`config.mk`:
```
export PLATFORM = sky130hd
export DESIGN_NAME = adc_sample_reader
export DESIGN_NICKNAME = d
export VERILOG_FILES = /design/src/rtl/adc_pkg.sv /design/src/rtl/sclk_tick_gen.sv /design/src/rtl/adc_sample_reader.sv
export SDC_FILE = /design/constraint.sdc
export NUM_CORES = 1
export LEC_CHECK = 0
export CAP_MARGIN = 0
export CELL_PAD_IN_SITES_DETAIL_PLACEMENT = 1
export CELL_PAD_IN_SITES_GLOBAL_PLACEMENT = 1
export CORE_ASPECT_RATIO = 0.7
export CORE_UTILIZATION = 50
export CTS_BUF_LIST = sky130_fd_sc_hd__clkbuf_8
export CTS_CLUSTER_DIAMETER = 40
export DETAILED_ROUTE_END_ITERATION = 8
export DONT_BUFFER_PORTS = 1
export GPL_ROUTABILITY_DRIVEN = 1
export PLACE_DENSITY = 0.75
export RECOVER_POWER = 100
export SETUP_SLACK_MARGIN = 0.15
export SYNTH_ARGS = -nofsm -noshare
export SYNTH_HDL_FRONTEND = slang
export SYNTH_HIERARCHICAL = 1
export SYNTH_SLANG_ARGS = --single-unit
```
`constraint.sdc`:
```
create_clock -name clk -period 4 [get_ports clk]
set_clock_uncertainty 0.1 [all_clocks]
set_input_delay 0.8 -clock clk [delete_from_list [all_inputs] [get_ports clk]]
set_output_delay 0.8 -clock clk [all_outputs]
set_load 0.05 [all_outputs]
```
`src/rtl/adc_pkg.sv`:
```
// Shared definitions for the ADC sample path: FSM encoding and sign-magnitude constants.
package adc_pkg;

    localparam int unsigned ADC_DATA_W   = 16;
    localparam int unsigned ADC_SIGN_BIT = ADC_DATA_W - 1;

    // Magnitude field mask and the negative-zero pattern at the default sample width.
    localparam logic [ADC_DATA_W-1:0] ADC_MAG_MASK = {1'b0, {(ADC_DATA_W-1){1'b1}}};
    localparam logic [ADC_DATA_W-1:0] ADC_NEG_ZERO = {1'b1, {(ADC_DATA_W-1){1'b0}}};

    typedef enum logic [2:0] {
        ST_IDLE  = 3'd0,
        ST_SETUP = 3'd1,
        ST_SHIFT = 3'd2,
        ST_HOLD  = 3'd3,
        ST_WAIT  = 3'd4
    } adc_state_e;

    // Folds negative zero onto positive zero; every other word passes unchanged.
    function automatic logic [ADC_DATA_W-1:0] adc_normalize(input logic [ADC_DATA_W-1:0] i_word);
        return (i_word == ADC_NEG_ZERO) ? {ADC_DATA_W{1'b0}} : i_word;
    endfunction

endpackage

```
`src/rtl/sclk_tick_gen.sv`:
```
// Half-period tick generator for the ADC serial clock.
module sclk_tick_gen #(
    parameter int unsigned CLK_DIV = 4
) (
    input  logic clk,
    input  logic rst_n,
    input  logic i_clr,
    output logic o_tick_c
);

    localparam int unsigned CNT_W = (CLK_DIV > 2) ? $clog2(CLK_DIV) : 1;
    localparam logic [CNT_W-1:0] CNT_LAST = CNT_W'(CLK_DIV - 1);

    logic [CNT_W-1:0] r_cnt;

    assign o_tick_c = (r_cnt == CNT_LAST);

    // Free-running divider, held at zero while the controller is idle or waiting.
    always_ff @(posedge clk or negedge rst_n) begin
        if (!rst_n) begin
            r_cnt <= '0;
        end else if (i_clr || o_tick_c) begin
            r_cnt <= '0;
        end else begin
            r_cnt <= r_cnt + CNT_W'(1);
        end
    end

endmodule

```
`src/rtl/adc_sample_reader.sv`:
```
// Periodic SPI-style ADC frame reader with normalized valid/ready sample output.
module adc_sample_reader
    import adc_pkg::*;
#(
    parameter int unsigned CLK_DIV       = 4,
    parameter int unsigned SAMPLE_PERIOD = 1000,
    parameter int unsigned DATA_W        = 16
) (
    input  logic              clk,
    input  logic              rst_n,
    input  logic              enable,
    output logic              adc_cs_n,
    output logic              adc_sclk,
    input  logic              adc_miso,
    output logic [DATA_W-1:0] adc_data,
    output logic              adc_valid,
    input  logic              adc_ready,
    output logic              overrun
);

    localparam int unsigned BIT_W = (DATA_W > 2) ? $clog2(DATA_W) : 1;
    localparam int unsigned PER_W = (SAMPLE_PERIOD > 2) ? $clog2(SAMPLE_PERIOD) : 1;
    localparam logic [BIT_W-1:0]  BIT_LAST = BIT_W'(DATA_W - 1);
    localparam logic [PER_W-1:0]  PER_LAST = PER_W'(SAMPLE_PERIOD - 1);
    localparam logic [DATA_W-1:0] NEG_ZERO = {1'b1, {(DATA_W-1){1'b0}}};

    adc_state_e        r_state;
    logic              r_cs_n;
    logic              r_sclk;
    logic              r_deliver;
    logic [DATA_W-1:0] r_shift;
    logic [BIT_W-1:0]  r_bit_cnt;
    logic [PER_W-1:0]  r_timer;
    logic [DATA_W-1:0] r_data;
    logic              r_valid;
    logic              r_overrun;

    logic w_tick;
    logic w_tick_clr;
    logic w_timer_done;
    logic w_start;
    logic w_xfer;

    assign w_tick_clr   = (r_state == ST_IDLE) || (r_state == ST_WAIT);
    assign w_timer_done = (r_timer == PER_LAST);
    assign w_start      = enable && ((r_state == ST_IDLE) ||
                                     ((r_state == ST_WAIT) && w_timer_done));
    assign w_xfer       = r_valid && adc_ready;

    sclk_tick_gen #(
        .CLK_DIV (CLK_DIV)
    ) u_tick (
        .clk      (clk),
        .rst_n    (rst_n),
        .i_clr    (w_tick_clr),
        .o_tick_c (w_tick)
    );

    // Period timer: restarts on every SETUP entry and saturates at the last count.
    always_ff @(posedge clk or negedge rst_n) begin
        if (!rst_n) begin
            r_timer <= '0;
        end else if (w_start) begin
            r_timer <= '0;
        end else if (!w_timer_done) begin
            r_timer <= r_timer + PER_W'(1);
        end
    end

    // Frame sequencer: chip select, serial clock, shift register and bit counter.
    always_ff @(posedge clk or negedge rst_n) begin
        if (!rst_n) begin
            r_state   <= ST_IDLE;
            r_cs_n    <= 1'b1;
            r_sclk    <= 1'b0;
            r_deliver <= 1'b0;
            r_shift   <= '0;
            r_bit_cnt <= '0;
        end else begin
            r_deliver <= 1'b0;
            case (r_state)
                ST_IDLE: begin
                    if (enable) begin
                        r_state   <= ST_SETUP;
                        r_cs_n    <= 1'b0;
                        r_sclk    <= 1'b0;
                        r_bit_cnt <= '0;
                    end
                end
                ST_SETUP: begin
                    if (!enable) begin
                        r_state   <= ST_IDLE;
                        r_cs_n    <= 1'b1;
                        r_sclk    <= 1'b0;
                        r_bit_cnt <= '0;
                    end else if (w_tick) begin
                        r_state <= ST_SHIFT;
                    end
                end
                ST_SHIFT: begin
                    if (!enable) begin
                        r_state   <= ST_IDLE;
                        r_cs_n    <= 1'b1;
                        r_sclk    <= 1'b0;
                        r_bit_cnt <= '0;
                    end else if (w_tick) begin
                        r_sclk <= ~r_sclk;
                        if (!r_sclk) begin
                            // Rising serial edge: sample the data line, MSB first.
                            r_shift <= {r_shift[DATA_W-2:0], adc_miso};
                        end else if (r_bit_cnt == BIT_LAST) begin
                            r_state <= ST_HOLD;
                        end else begin
                            r_bit_cnt <= r_bit_cnt + BIT_W'(1);
                        end
                    end
                end
                ST_HOLD: begin
                    if (!enable) begin
                        r_state   <= ST_IDLE;
                        r_cs_n    <= 1'b1;
                        r_sclk    <= 1'b0;
                        r_bit_cnt <= '0;
                    end else if (w_tick) begin
                        r_state   <= ST_WAIT;
                        r_cs_n    <= 1'b1;
                        r_deliver <= 1'b1;
                    end
                end
                ST_WAIT: begin
                    if (!enable) begin
                        r_state <= ST_IDLE;
                    end else if (w_timer_done) begin
                        r_state   <= ST_SETUP;
                        r_cs_n    <= 1'b0;
                        r_bit_cnt <= '0;
                    end
                end
                default: begin
                    r_state <= ST_IDLE;
                    r_cs_n  <= 1'b1;
                    r_sclk  <= 1'b0;
                end
            endcase
        end
    end

    // Output word and handshake: delivery wins over transfer, overwrite flags overrun.
    always_ff @(posedge clk or negedge rst_n) begin
        if (!rst_n) begin
            r_data    <= '0;
            r_valid   <= 1'b0;
            r_overrun <= 1'b0;
        end else begin
            r_overrun <= 1'b0;
            if (r_deliver) begin
                r_data    <= (r_shift == NEG_ZERO) ? {DATA_W{1'b0}} : r_shift;
                r_valid   <= 1'b1;
                r_overrun <= r_valid && !adc_ready;
            end else if (w_xfer) begin
                r_valid <= 1'b0;
            end
        end
    end

    assign adc_cs_n  = r_cs_n;
    assign adc_sclk  = r_sclk;
    assign adc_data  = r_data;
    assign adc_valid = r_valid;
    assign overrun   = r_overrun;

endmodule

```
==> results.json, run 1 <==
{
  "min_path_type": "primary input to async pin",
  "drt_iter0_drc": 47,
  "post-route-util_pct": 55.2,
  "max_cap_viol_count": 0,
  "tightest_slew_ns": 0.879,
  "fp.dieH_um": 61.5,
  "cpPeakStageDelay_ns": 0.65,
  "crit_required_ns": 4.09,
  "grt_setup_unrepaired": "false",
  "die_area_um2": 5350,
  "crit_path_max_fanout": 16,
  "syn-cell-area_um2": 2530,
  "p_leak_uw": 0.00129,
  "antenna_cells": 0,
  "die_w_um": 87,
  "antenna_found_initial": 0,
  "finalSetupViolations": 0,
  "grt_pass1_wl_um": 8510,
  "syn_inst": 201,
  "worstPathCellList": "and4bb_1, nand3b_1, mux2_1",
  "slew_headroom_pct": 41.2,
  "final.setup.tns_ns": 0,
  "synth.largest_area_cell": "dfrtp_1",
  "slew_violations": 0,
  "clk_latency_ns": 0.31,
  "synth.avg_cell_area_um2": 12.6,
  "ff2ff_setup_slack_ns": 1.57,
  "wire_per_inst_um": 19.3,
  "synth-seq-area-share_pct": 55.5,
  "crit_arrival_ns": 2.52,
  "synth.top_cell.area_share_pct": 54.4,
  "place.gp.congestion": 0.802,
  "cp-end-kind": "register",
  "synth-main-ff-cell": "dfrtp_1",
  "area_growth_pct": 4.95,
  "vias_per_cell": 5.62,
  "ant_nets": 0,
  "core.rowCount": 21,
  "synthArstFlopShare_pct": 100,
  "status": "completed",
  "finalHoldViolCount": 0,
  "synth_nets": 209,
  "synth.most_common_cell": "dfrtp_1",
  "cts.path.max_buffers": 2,
  "cts_tree": "done",
  "start_util_pct": 52.6,
  "critPathBufInv": 0,
  "cts_sinks": 56,
  "r2r-start": "r_state[0]",
  "finalCriticalPeriod_ns": 2.43,
  "yosys_warnings": 6,
  "critical_path_class": "register to register",
  "rr_worst_depth": 3,
  "yosysUniqueCellTypes": 44,
  "grt_util_all_layers_pct": 22.1,
  "place.port_buffers": 0,
  "rr_endpoint": "r_shift[9]",
  "dp_hpwl_um": 3630,
  "drc_errors": 0,
  "grt_pass1_vias": 1672,
  "power_density_nw_per_um2": 447,
  "cts_setup_buffers": 0,
  "coreArea_um2": 4810,
  "drive_gt1_share_pct": 14.8,
  "crit_slowest_cell": "nand3b_1",
  "ioPinCount": 25,
  "finalCritPeriodShare_pct": 60.7,
  "cp-start-kind": "register",
  "hold_buffers": 0,
  "ir_drop_uv": 222,
  "synth_edf_count": 0,
  "grt_max_degree": 57,
  "nets": 210,
  "critical-path-top-delay-family": "simple AND/OR/NAND/NOR gates",
  "finalWirelength_um": 5250,
  "cts_root_buf": "clkbuf_8",
  "vias": 1529,
  "netlist_top_cells_count": "dfrtp_1, mux2_2, nor2_1",
  "clock.fmax_mhz": 412,
  "cts_resized": 0,
  "clkTransAtPathRegs_ns": 0.10,
  "drt-pass1-iter-count": 4,
  "synth_area_leaders": "dfrtp_1, mux2_2, mux2_4",
  "ys_ff_latch": 56,
  "numCtsBuffers": 5,
  "overflow": 0,
  "cts_max_level": 2
}
## metrics by stage
stage                     cell area [µm²]  power [µW]  setup WS, ns  hold WS (ns)  instances
after global routing                 2650        1230          1.42        0.0448        272
after global placement               2580         747          1.98         0.343        264
after floorplan                      2530         729          2.10         0.329        201
after detailed placement             2580         758          1.86         0.353        264
after CTS                            2720        1200          1.84        0.0600        272
final                                2650        1190          1.57        0.0671        272
## registers in the layout, indices dropped and copies added (netlist names)
| signal | flops |
|---|---|
| r_state | 3 |
| r_timer | 10 |
| overrun | 1 |
| adc_valid | 1 |
| r_bit_cnt | 4 |
| adc_sclk | 1 |
| adc_data | 16 |
| adc_cs_n | 1 |
| r_deliver | 1 |
| u_tick/r_cnt | 2 |
| r_shift | 16 |
## area by class of cell
class                           count  area [µm²]
Sequential cell                    56        1400
Clock buffer                        5        68.8
Inverter                            5        18.8
Fill cell                         502        2150
Multi-Input combinational cell    134        1010
Clock inverter                      3        68.8
Tap cell                           69        86.3
## layout by cell type, fill, tap and decap left out, types with 3 or more instances in the layout
cell       n
a31oi_1    3
and3_1     3
clkbuf_8   5
dfrtp_1   55
ha_1       3
inv_1      5
mux2_1    15
mux2_2    16
nand2_1   12
nand3_1    8
nor2_1    16
nor3_1    10
nor4_1     3
o21ai_0    8
xnor2_1    6
## power breakdown
part	switching [µW]	internal, µW	leakage (µW)	total, µW
Combinational	61.8	44.3	0.000449	106
Sequential	43.7	599	0.000769	643
Clock	185	252	0.0000687	437
## how the worst max path moves through the flow
stage / startpoint / endpoint / slack (ns) / cells after the start
after CTS: r_timer[0] / r_timer[9] / 1.84 / 5
after global placement: r_timer[0] / r_timer[2] / 1.98 / 5
after detailed placement: r_timer[0] / r_timer[2] / 1.86 / 5
after global routing: r_state[2] / r_shift[8] / 1.42 / 3
after floorplan: enable / r_shift[15] / 2.10 / 4
final: r_state[0] / r_shift[9] / 1.57 / 3
## logic make-up (layout without fill, tap and decap cells)
family                   after synthesis  after routing  synth area share, %
AO/OA/AOI/OAI                         25             25                 7.82
XOR/XNOR                               8              8                 2.77
adder cells (fa/ha/maj)                3              3                 1.48
buffers and inverters                 11             13                 2.08
flip-flops                            56             56                 55.5
multiplexers                          33             33                 16.1
AND/OR/NAND/NOR                       65             65                 14.3
## per-layer routing
metal	track usage [%]	vias to the layer above	share of wire [%]
li1	-	722	-
met1	27.4	765	47
met2	39.0	38	48
met3	5.23	4	4.2
met4	7.14	0	0.74
met5	0	-	0
No activity file was read; power rests on OpenSTA's default activity.
==> inputs of run 2 (changes only) <==
==> constraint.sdc (replaced) <==
create_clock -name clk -period 2.4 [get_ports clk]
set_clock_uncertainty 0.1 [all_clocks]
set_input_delay 0.48 -clock clk [delete_from_list [all_inputs] [get_ports clk]]
set_output_delay 0.48 -clock clk [all_outputs]
set_load 0.05 [all_outputs]
==> results.json, run 2 (same netlist as run 1, synthesis figures left out) <==
{
  "p_sw_uw": 496,
  "grt_max_degree": 57,
  "nets": 214,
  "die_w_um": 87,
  "cp-start-kind": "register",
  "tightest_slew_ns": 1.34,
  "placedInstanceArea_um2": 2600,
  "switching_share_pct": 27.9,
  "crit_arrival_ns": 2.04,
  "rr_worst_depth": 5,
  "p_int_uw": 1280,
  "clkPwrFrac_pct": 28.4,
  "cts.path.max_buffers": 2,
  "cts_sinks": 56,
  "finalSetupViolations": 0,
  "grt_setup_unrepaired": "false",
  "vias": 1556,
  "crit_end": "r_bit_cnt[0]",
  "crit_path_max_fanout": 6,
  "p_leak_uw": 0.00132,
  "ioPinCount": 25,
  "grt_util_met3_pct": 5.09,
  "critical_path_class": "register to register",
  "cts_resized": 0,
  "place.gp.congestion": 0.805,
  "mostFrequentLayoutCell": "dfrtp_1",
  "max_cap_viol_count": 0,
  "fp.dieH_um": 61.5,
  "antenna_cells": 0,
  "final_cell_mix": "dfrtp_1, nor2_1, mux2_2, mux2_1, nand2_1",
  "rr_endpoint": "r_bit_cnt[0]",
  "clock.fmax_mhz": 514,
  "cts_setup_buffers": 0,
  "drive_gt1_share_pct": 16.9,
  "slew_headroom_pct": 11.0,
  "power_density_nw_per_um2": 666,
  "finalWirelength_um": 4990,
  "dp_hpwl_um": 3600,
  "cp-end-kind": "register",
  "startpoint": "r_timer[0]",
  "ir_drop_uv": 351,
  "r2r-start": "r_timer[0]",
  "hold_buffers": 2,
  "drt-pass1-iter-count": 4,
  "finalCritPeriodShare_pct": 81.0,
  "overflow": 0,
  "drc_errors": 0,
  "ant_nets": 0,
  "post-route-util_pct": 55.5,
  "die_area_um2": 5350,
  "combPwrFrac_pct": 11.3,
  "grt_util_all_layers_pct": 20.9,
  "final.setup.tns_ns": 0,
  "wire_per_inst_um": 18.1,
  "cts_tree": "done",
  "grt-busiest-layer": "met2",
  "area_growth_pct": 5.44,
  "ff2ff_setup_slack_ns": 0.46,
  "totalPowerFinal_uw": 1780,
  "grt_pass1_vias": 1584,
  "min_path_type": "primary input to register",
  "clk_latency_ns": 0.30,
  "status": "completed",
  "antenna_found_initial": 0,
  "coreArea_um2": 4810,
  "crit_required_ns": 2.50,
  "cts_root_buf": "clkbuf_8",
  "slew_violations": 0,
  "grt_pass1_wl_um": 8240,
  "grt_use_met1_pct": 28.5,
  "numCtsBuffers": 5,
  "cts_max_level": 2,
  "start_util_pct": 52.6,
  "stdcell_area_um2": 2670,
  "vias_per_cell": 5.64,
  "use_met2_pct": 34.0,
  "finalCriticalPeriod_ns": 1.94,
  "finalHoldViolCount": 0,
  "drt_iter0_drc": 63,
  "clkTransAtPathRegs_ns": 0.10,
  "core.rowCount": 21,
  "p_seq_share_pct": 60.3,
  "place.port_buffers": 0
}
==> run 2: worst min-delay path by stage <==
stage / startpoint / to / slack (ns) / depth (start not counted)
2_1_floorplan: rst_n / adc_data[0] / 0.08 / 0
3_3_place_gp: rst_n / r_bit_cnt[1] / 0.09 / 0
3_5_place_dp: rst_n / r_bit_cnt[1] / 0.09 / 0
4_1_cts: enable / r_state[0] / 0.16 / 2
5_1_grt: enable / r_state[0] / 0.16 / 2
6_report: enable / r_state[0] / 0.18 / 2
==> run 2: final cells by class <==
type | instances | area, µm²
Fill cell | 511 | 2140
Clock inverter | 3 | 20.0
Tap cell | 69 | 86.3
Clock buffer | 5 | 68.8
Sequential cell | 56 | 1400
Timing Repair Buffer | 4 | 26.3
Multi-Input combinational cell | 134 | 1040
Inverter | 5 | 18.8
==> run 2: per-stage QoR <==
step	worst slack (ns)	instances	hold WS, ns
after CTS	0.469	276	0.157
after detailed placement	0.480	266	0.0858
final	0.456	276	0.175
after floorplan	0.678	201	0.0844
after global placement	0.553	266	0.0860
after global routing	0.192	276	0.162
==> run 2: power groups by stage <==
stage | Sequential, µW | Clock, µW | Combinational [µW]
3_3_place_gp | 1080 | 0 | 172
5_1_grt | 1080 | 558 | 232
3_5_place_dp | 1090 | 0 | 182
2_1_floorplan | 1070 | 0 | 147
6_report | 1070 | 505 | 201
4_1_cts | 1070 | 537 | 211
==> run 2: layer usage <==
layer,vias up,routed length [µm]
li1,733,-
met1,790,2410
met2,29,2390
met3,4,157
met4,0,38
met5,-,0
==> run 2: worst max-delay path: stages, from the launching register on <==
cell      delay [ns]
dfrtp_1         0.40
ha_1            0.23
nand2_1         0.23
o311ai_4        0.41
nand3_1         0.17
mux2_2          0.30
==> inputs of run 3 (changes only) <==
--- a/config.mk
+++ b/config.mk
@@ -9,7 +9,7 @@
 export CELL_PAD_IN_SITES_DETAIL_PLACEMENT = 1
 export CELL_PAD_IN_SITES_GLOBAL_PLACEMENT = 1
 export CORE_ASPECT_RATIO = 0.7
-export CORE_UTILIZATION = 50
+export CORE_UTILIZATION = 48
 export CTS_BUF_LIST = sky130_fd_sc_hd__clkbuf_8
 export CTS_CLUSTER_DIAMETER = 40
 export DETAILED_ROUTE_END_ITERATION = 8
==> constraint.sdc (replaced) <==
create_clock -name clk -period 1.6 [get_ports clk]
set_clock_uncertainty 0.1 [all_clocks]
set_input_delay 0.32 -clock clk [delete_from_list [all_inputs] [get_ports clk]]
set_output_delay 0.32 -clock clk [all_outputs]
set_load 0.05 [all_outputs]
==> results.json, run 3 (same netlist as run 1, synthesis figures left out) <==
{
  "finalSetupViolations": 32,
  "die_w_um": 88.8,
  "area_growth_pct": 24.1,
  "cts.path.max_buffers": 2,
  "cts_max_level": 2,
  "vias": 1805,
  "dpl.cell_count": 286,
  "p_leak_uw": 0.00160,
  "grt_pass1_wl_um": 10300,
  "fp.dieH_um": 62.7,
  "max_cap_viol_count": 0,
  "critical-path-top-delay-family": "simple AND/OR/NAND/NOR gates",
  "cpPeakStageDelay_ns": 0.45,
  "status": "finished, violations left",
  "crit_slowest_cell": "or3b_4",
  "grt_max_degree": 57,
  "drc_errors": 0,
  "tightest_slew_ns": 0.728,
  "critical_path_class": "register to register",
  "finalCritPeriodShare_pct": 113,
  "finalHoldViolCount": 56,
  "slew_headroom_pct": 51.4,
  "finalCriticalPeriod_ns": 1.80,
  "cp-end-kind": "register",
  "die_area_um2": 5570,
  "min_path_type": "primary input to async pin",
  "mostFrequentLayoutCell": "dfrtp_1",
  "antenna_found_initial": 0,
  "clkTransAtPathRegs_ns": 0.11,
  "cts_sinks": 56,
  "crit_arrival_ns": 1.92,
  "place.gp.congestion": 0.798,
  "ioPinCount": 25,
  "nets": 245,
  "overflow": 0,
  "dp_hpwl_um": 3970,
  "grt_pass1_vias": 1976,
  "ff_latch_area_um2": 1400,
  "drt-pass1-iter-count": 4,
  "antenna_cells": 0,
  "grt_setup_unrepaired": "true",
  "ant_nets": 0,
  "slew_violations": 0,
  "drt_iter0_drc": 109,
  "coreArea_um2": 4910,
  "placedInstanceArea_um2": 2810,
  "worstPathCellList": "or3b_4, o311ai_4, buf_4, nand3_2, a21o_1",
  "final_cell_mix": "dfrtp_1, buf_4, mux2_4, nor2_1, mux2_2",
  "vias_per_cell": 5.88,
  "start_util_pct": 51.5,
  "ir_drop_uv": 505,
  "numCtsBuffers": 5,
  "cts_root_buf": "clkbuf_8",
  "violations": "negative hold slack, negative setup slack",
  "crit_path_max_fanout": 3,
  "setup_ws_ns": -0.204,
  "final_cells": 307,
  "critPathBufInv": 1,
  "cts_tree": "done",
  "core.rowCount": 21,
  "stdcell_area_um2": 3140,
  "crit_required_ns": 1.72,
  "wire_per_inst_um": 22.8,
  "clk_latency_ns": 0.32,
  "fin_hold_ws_ns": -0.425,
  "clock.fmax_mhz": 554,
  "drive_gt1_share_pct": 42.9,
  "multi_input_area_um2": 1230,
  "place.port_buffers": 0,
  "cp-start-kind": "register",
  "power_density_nw_per_um2": 928,
  "finalWirelength_um": 6990,
  "grt_util_all_layers_pct": 25.5,
  "fillers": 474
}
run 3: cell types whose count changed in the layout (fill, tap and decap cells not counted), moves of 3 or more:
cell and change:
buf_4 +25, buf_6 +4, mux2_1 -14, mux2_4 +15
nor3_1 -3, nor4_1 -3
run 3: final timing paths:
kind	start	endpoint	slack [ns]	cells after the start
max in group asynchronous	rst_n	adc_cs_n	1.65	0
min in group clk	enable	r_state[0]	0.02	2
hold reg to reg	u_tick/r_cnt[0]	u_tick/r_cnt[0]	0.40	1
hold / removal	rst_n	r_bit_cnt[0]	-0.43	0
setup / recovery	r_timer[4]	r_bit_cnt[3]	-0.20	5
setup reg to reg	r_timer[4]	r_bit_cnt[3]	-0.20	5
run 3: final cells by class:
cell class,count,area share [%]
Timing Repair Buffer,35,9.69
Tap cell,69,2.75
Clock buffer,5,2.19
Multi-Input combinational cell,134,39.3
Inverter,5,0.598
Clock inverter,3,0.717
Sequential cell,56,44.7
run 3: power by group:
part | leakage (µW) | total, µW | internal, µW | switching (µW)
Combinational | 0.000784 | 506 | 246 | 260
Sequential | 0.000768 | 1610 | 1500 | 105
Clock | 0.0000485 | 802 | 315 | 487
run 3: per-layer routing:
layer,routed length [µm],track usage [%],vias up
met5,0,0,-
met4,163,14.5,0
met3,253,5.94,17
met2,3670,41.3,50
met1,2900,31.1,948
li1,-,-,790
run 3: through the flow:
step	worst slack, ns	total power [µW]	utilization (%)	TNS (ns)	hold slack (ns)
after floorplan	-0.0782	1880	-	-0.918	-0.0756
after global placement	-0.0940	2010	57.2	-0.844	-0.0740
after detailed placement	-0.169	2050	57.2	-1.01	-0.0740
after CTS	-0.175	2870	61.8	-1.83	-0.428
after global routing	-0.268	3020	63.9	-3.56	-0.438
final	-0.204	2910	63.9	-2.66	-0.425
run 3: repair_timing:
item                                    4_1_cts  5_1_grt
pin swaps                                    12        8
hold endpoints to repair                     56       56
endpoints found under the setup margin       34       36
buffers inserted                              9        3
gates resized for setup                      10       19
gates cloned                                  1        0
